==> src/rtl/counter_modn_if.sv <==
// counter_modn_if: bus bundle for counter_modn.
//   master : bench/controller side; drives w, up_dn, load, load_val and
//            observes counter, wrap, at_term, wrap_cnt (and counter_gray
//            when COUNTER_GRAY_OUT_EN is defined).
//   slave  : counter side; mirror image of master.
// Optional feature macro: COUNTER_GRAY_OUT_EN adds counter_gray.
interface counter_modn_if #(
  parameter int WIDTH  = 3,
  parameter int WRAP_W = 8
);
  logic              w;
  logic              up_dn;
  logic              load;
  logic [WIDTH-1:0]  load_val;
  logic [WIDTH-1:0]  counter;
  logic              wrap;
  logic              at_term;
  logic [WRAP_W-1:0] wrap_cnt;
`ifdef COUNTER_GRAY_OUT_EN
  logic [WIDTH-1:0]  counter_gray;

  modport master (output w, up_dn, load, load_val,
                  input  counter, wrap, at_term, wrap_cnt, counter_gray);
  modport slave  (input  w, up_dn, load, load_val,
                  output counter, wrap, at_term, wrap_cnt, counter_gray);
`else
  modport master (output w, up_dn, load, load_val,
                  input  counter, wrap, at_term, wrap_cnt);
  modport slave  (input  w, up_dn, load, load_val,
                  output counter, wrap, at_term, wrap_cnt);
`endif
endinterface

==> src/rtl/counter_modn.sv <==
// counter_modn: modulo-MOD up/down counter with count enable, synchronous
// parallel load (clamped to MOD-1), optional saturation, a one-cycle wrap
// pulse, a combinational terminal-count flag and a saturating wrap counter.
//
// Ports:
//   clk      rising-edge clock
//   rst      synchronous reset, active-low
//   bus      counter_modn_if.slave
//              w, up_dn, load, load_val   (in)
//              counter, wrap, wrap_cnt    (out, registered)
//              at_term                    (out, combinational)
//              counter_gray               (out, registered, optional)
//
// Optional feature macro: COUNTER_GRAY_OUT_EN. When defined, counter_gray
// carries the Gray code of counter, registered on the same edge.
module counter_modn #(
  parameter int MOD      = 6,
  parameter int WIDTH    = $clog2(MOD),
  parameter bit SATURATE = 1'b0,
  parameter int WRAP_W   = 8
) (
  input logic           clk,
  input logic           rst,
  counter_modn_if.slave bus
);

  localparam logic [WIDTH-1:0]  MAX_VAL  = WIDTH'(MOD - 1);
  localparam logic [WIDTH-1:0]  CNT_ONE  = WIDTH'(1);
  localparam logic [WRAP_W-1:0] WCNT_MAX = '1;
  localparam logic [WRAP_W-1:0] WCNT_ONE = WRAP_W'(1);

  logic [WIDTH-1:0]  cnt_q, cnt_d;
  logic              wrap_q, wrap_d;
  logic [WRAP_W-1:0] wcnt_q, wcnt_d;

  always_comb begin
    cnt_d  = cnt_q;
    wrap_d = 1'b0;
    if (bus.load) begin
      cnt_d = (bus.load_val > MAX_VAL) ? MAX_VAL : bus.load_val;
    end else if (bus.w) begin
      if (cnt_q > MAX_VAL) begin
        // Recovery from an illegal state: restart at zero, not a wrap.
        cnt_d = '0;
      end else if (bus.up_dn) begin
        if (cnt_q == MAX_VAL) begin
          if (!SATURATE) begin
            cnt_d  = '0;
            wrap_d = 1'b1;
          end
        end else begin
          cnt_d = cnt_q + CNT_ONE;
        end
      end else begin
        if (cnt_q == '0) begin
          if (!SATURATE) begin
            cnt_d  = MAX_VAL;
            wrap_d = 1'b1;
          end
        end else begin
          cnt_d = cnt_q - CNT_ONE;
        end
      end
    end
    wcnt_d = (wrap_d && (wcnt_q != WCNT_MAX)) ? wcnt_q + WCNT_ONE : wcnt_q;
  end

  always_ff @(posedge clk) begin
    if (!rst) begin
      cnt_q  <= '0;
      wrap_q <= 1'b0;
      wcnt_q <= '0;
    end else begin
      cnt_q  <= cnt_d;
      wrap_q <= wrap_d;
      wcnt_q <= wcnt_d;
    end
  end

  assign bus.counter  = cnt_q;
  assign bus.wrap     = wrap_q;
  assign bus.wrap_cnt = wcnt_q;
  assign bus.at_term  = bus.up_dn ? (cnt_q == MAX_VAL) : (cnt_q == '0);

`ifdef COUNTER_GRAY_OUT_EN
  // Encode the next value so the Gray output lands on the same edge as counter.
  logic [WIDTH-1:0] gray_q;

  always_ff @(posedge clk) begin
    if (!rst) gray_q <= '0;
    else      gray_q <= cnt_d ^ (cnt_d >> 1);
  end

  assign bus.counter_gray = gray_q;
`endif

endmodule

==> src/flat_wrapper.sv <==
// flat-port wrapper written by rule: the top's interface ports become plain ports
module counter_modn_flat 
#(
  parameter int MOD      = 6,
  parameter int WIDTH    = $clog2(MOD),
  parameter bit SATURATE = 1'b0,
  parameter int WRAP_W   = 8
)
  (clk, rst, bus_w, bus_up_dn, bus_load, bus_load_val, bus_counter, bus_wrap, bus_at_term, bus_wrap_cnt);
  counter_modn_if #(.WIDTH(WIDTH), .WRAP_W(WRAP_W)) bus_i ();
  input logic clk;
  input logic rst;
  input wire logic [$bits(bus_i.w)-1:0] bus_w;
  input wire logic [$bits(bus_i.up_dn)-1:0] bus_up_dn;
  input wire logic [$bits(bus_i.load)-1:0] bus_load;
  input wire logic [$bits(bus_i.load_val)-1:0] bus_load_val;
  output wire logic [$bits(bus_i.counter)-1:0] bus_counter;
  output wire logic [$bits(bus_i.wrap)-1:0] bus_wrap;
  output wire logic [$bits(bus_i.at_term)-1:0] bus_at_term;
  output wire logic [$bits(bus_i.wrap_cnt)-1:0] bus_wrap_cnt;
  assign bus_i.w = bus_w;
  assign bus_i.up_dn = bus_up_dn;
  assign bus_i.load = bus_load;
  assign bus_i.load_val = bus_load_val;
  assign bus_counter = bus_i.counter;
  assign bus_wrap = bus_i.wrap;
  assign bus_at_term = bus_i.at_term;
  assign bus_wrap_cnt = bus_i.wrap_cnt;
  counter_modn #(.MOD(MOD), .WIDTH(WIDTH), .SATURATE(SATURATE), .WRAP_W(WRAP_W)) u_core (.clk(clk), .rst(rst), .bus(bus_i));
endmodule
==> config.mk <==
export PLATFORM = sky130hd
export DESIGN_NAME = counter_modn_flat
export DESIGN_NICKNAME = d
export VERILOG_FILES = /design/src/rtl/counter_modn_if.sv /design/src/rtl/counter_modn.sv /design/src/flat_wrapper.sv
export SDC_FILE = /design/constraint.sdc
export NUM_CORES = 1
export LEC_CHECK = 0
export ABC_AREA = 1
export CORE_UTILIZATION = 42
export DETAILED_ROUTE_END_ITERATION = 6
export PLACE_DENSITY_LB_ADDON = 0.3
export SYNTH_ARGS = -nofsm -noshare
export SYNTH_HDL_FRONTEND = slang
export SYNTH_SLANG_ARGS = --single-unit
==> constraint.sdc <==
create_clock -name clk -period 1.2 [get_ports clk]
set_input_delay 0.24 -clock clk [delete_from_list [all_inputs] [get_ports clk]]
set_output_delay 0.24 -clock clk [all_outputs]
set_load 0.03 [all_outputs]
==> results_dict.tcl <==
set metrics [dict create \
    status "finished with violations" \
    failed_checks "negative setup slack" \
    io_buffers 20 \
    cp_max_fo 3 \
    synth_fp_nets 128 \
    multiInputGateArea_um2 566 \
    nFillCells 153 \
    yosys-top-cells-area "dfxtp_1, nand2_1, a21oi_1" \
    cts_buffer_depth 2 \
    rows 15 \
    fmax_mhz 784 \
    cts.reportedPaths.clkPinSlew_ns 0.08 \
    yosysSeqAreaShare_pct 30.4 \
    p_clk_share_pct 27.5 \
    antenna_found_initial 0 \
    setup_ws_ns -0.0753 \
    synth.top_cell.area_share_pct 30.4 \
    grt_use_total_pct 22.3 \
    finalClockSkew_ns 0.000829 \
    clock-root-buffer "clkbuf_4" \
    io_pins 21 \
    finalCriticalPeriod_ns 1.28 \
    cts.sinks 12 \
    p_sw_uw 320 \
    synth_edf_count 0 \
    startpoint_type "register" \
    netlist_top_cells_count "nand2_1, a21oi_1, dfxtp_1, inv_1, nor2_1" \
    syn-cell-area_um2 791 \
    die_y_um 45.4 \
    holdBufCountCts 0 \
    grt_pass1_vias 802 \
    wl_per_cell_um 11.3 \
    cts_tree "yes" \
    dominantRegCellSynth "dfxtp_1" \
    power_leakage_nw 0.556 \
    grt_pass1_wl_um 3350 \
    die_area_mm2 0.00206 \
    dp_hpwl_um 1460 \
    regArea_um2 267 \
    fin_crit_sh_pct 106 \
    grt_overflow 0 \
    cp_slowest_stage_delay_ns 0.37 \
    rsz0062_at_grt "true" \
    setup_viol 9 \
    via_count 905 \
    arrival_ns 1.04 \
    antenna_left 0 \
    utilization_pct 72.5 \
    routed_wl_um 2060 \
    yosysMostFrequentCell "nand2_1" \
    report.final.hold_viol_count 0 \
    synth_cells 119 \
    numCtsBuffers 3 \
    diodes 0 \
    p_per_area_mw_per_mm2 777 \
    crit_slowest_cell "dfxtp_4" \
    synth_cell_types 24 \
    ys_ff_latch 12 \
    dr.pass1.iters 4 \
    power_frac_comb_pct 29.1 \
    clock_latency_ns 0.28 \
    cp_cell_sequence "nor2_4, nand2_2, nand2_4, buf_6" \
    place_congestion 0.780 \
    drive_gt1_share_pct 44.3 \
    seqPwrFrac_pct 43.4 \
    synth-async-reset-ratio_pct 0 \
    slew_viol_final 0 \
    die_width_um 45.4 \
    htreeDepth 1 \
    vdd_drop_max_uv 686 \
    yosys_warnings 0 \
    finalNetCount 168 \
    slew_headroom_pct 84.0 \
    hold_class "reg -> reg" \
    post-place-ws_ns -0.378 \
    grt_max_degree 11 \
    syn_area_per_cell_um2 6.65 \
    viasPerCell 4.95 \
    synth_area_leader_cell "dfxtp_1" \
    critPathKind "reg -> out" \
    drt-initial-drc-count 15 \
    drc 0 \
    critPathRequiredTime_ns 0.96 \
    area_growth_pct 60.0 \
    core_mm2 0.00175 \
    drv_cap 0 \
    intPower_uw 663 \
    swShare_pct 32.6 \
    worstMarginPinSlew_ns 0.240 \
    start_util_pct 45.3 \
    cp-end-kind "output pin" \
]
[through the flow]
stage	instance area [um2]	hold WS (ns)	power (mW)	cells	setup TNS (ns)
after floorplan	855	0.368	0.579	119	-0.345
after global placement	1100	0.480	0.650	172	-3.76
after detailed placement	1100	0.485	0.655	172	-4.05
after CTS	1210	0.496	0.968	182	-0.325
after global routing	1260	0.518	1.04	183	-1.05
final	1260	0.497	0.983	183	-0.280
[flip-flops by register name, indices dropped and copies added, names as in the netlist]
name and count:
u_core.bus.counter 3, u_core.bus.wrap_cnt 8, u_core.bus.wrap 1
[kinds of logic after synthesis]
kind of cell / synth area share [%]
adders and majority gates: 1.58
DFF: 30.4
and+or+nand+nor: 37.8
xor gates and xnor gates: 3.32
buffers and inverters: 8.54
AOI/OAI and AO/OA: 18.4
[layout by cell type, fill, tap and decap left out, types with 3 or more instances in the layout]
cell             instances
a21oi_1                 15
a21oi_2                  3
buf_4                   23
buf_6                    7
clkbuf_4                 3
clkdlybuf4s50_1          6
dfxtp_2                  6
dfxtp_4                  5
inv_1                   11
nand2_1                 31
nand2_2                  8
nand2_4                  3
nor2_1                   8
nor2_4                   4
o21ai_0                  4
xor2_1                   3
[critical path: cells and delay by family (launching register included)]
family | cells | cell delay, ns
DFF | 1 | 0.37
and+or+nand+nor | 3 | 0.26
buffers and inverters | 1 | 0.12
[area by class of cell]
type,count,share of cell area [%]
inverters,14,4.35
clock buffers,3,1.78
flip-flops and latches,12,21.1
clock inverters,1,0.297
multi-input cells,91,44.7
well taps,25,2.47
repair buffers,37,25.3
[layer usage]
layer / vias to the layer above / wire length [um] / GRT usage, %
met5: - / 0 / 0
met4: 0 / 21 / 7.27
met1: 424 / 903 / 28.2
met3: 4 / 91 / 5.95
met2: 18 / 1040 / 36.6
li1: 459 / - / -
[power groups by stage]
stage,clock network (mW),registers (mW),logic (mW)
3_5_place_dp,0,0.441,0.214
6_report,0.270,0.427,0.286
2_1_floorplan,0,0.451,0.128
5_1_grt,0.303,0.430,0.308
4_1_cts,0.280,0.425,0.264
3_3_place_gp,0,0.441,0.209
[worst paths after layout]
path	to	cells past startpoint	slack [ns]	start
hold / removal	u_core.bus.wrap_cnt[7]$_SDFFE_PN0P_	2	0.50	u_core.bus.wrap_cnt[7]$_SDFFE_PN0P_
hold reg to reg	u_core.bus.wrap_cnt[7]$_SDFFE_PN0P_	2	0.50	u_core.bus.wrap_cnt[7]$_SDFFE_PN0P_
setup / recovery	bus_at_term	4	-0.08	u_core.bus.counter[0]$_SDFFE_PN0P_
setup reg to reg	u_core.bus.wrap_cnt[5]$_SDFFE_PN0P_	8	-0.03	u_core.bus.counter[0]$_SDFFE_PN0P_
[timing repair]
action	4_1_cts	5_1_grt
buffers inserted	6	1
pin swaps	3	5
cloned	0	0
endpoints found under the setup margin	11	14
gates resized for setup	9	16
No activity file was read; power rests on OpenSTA's default activity.
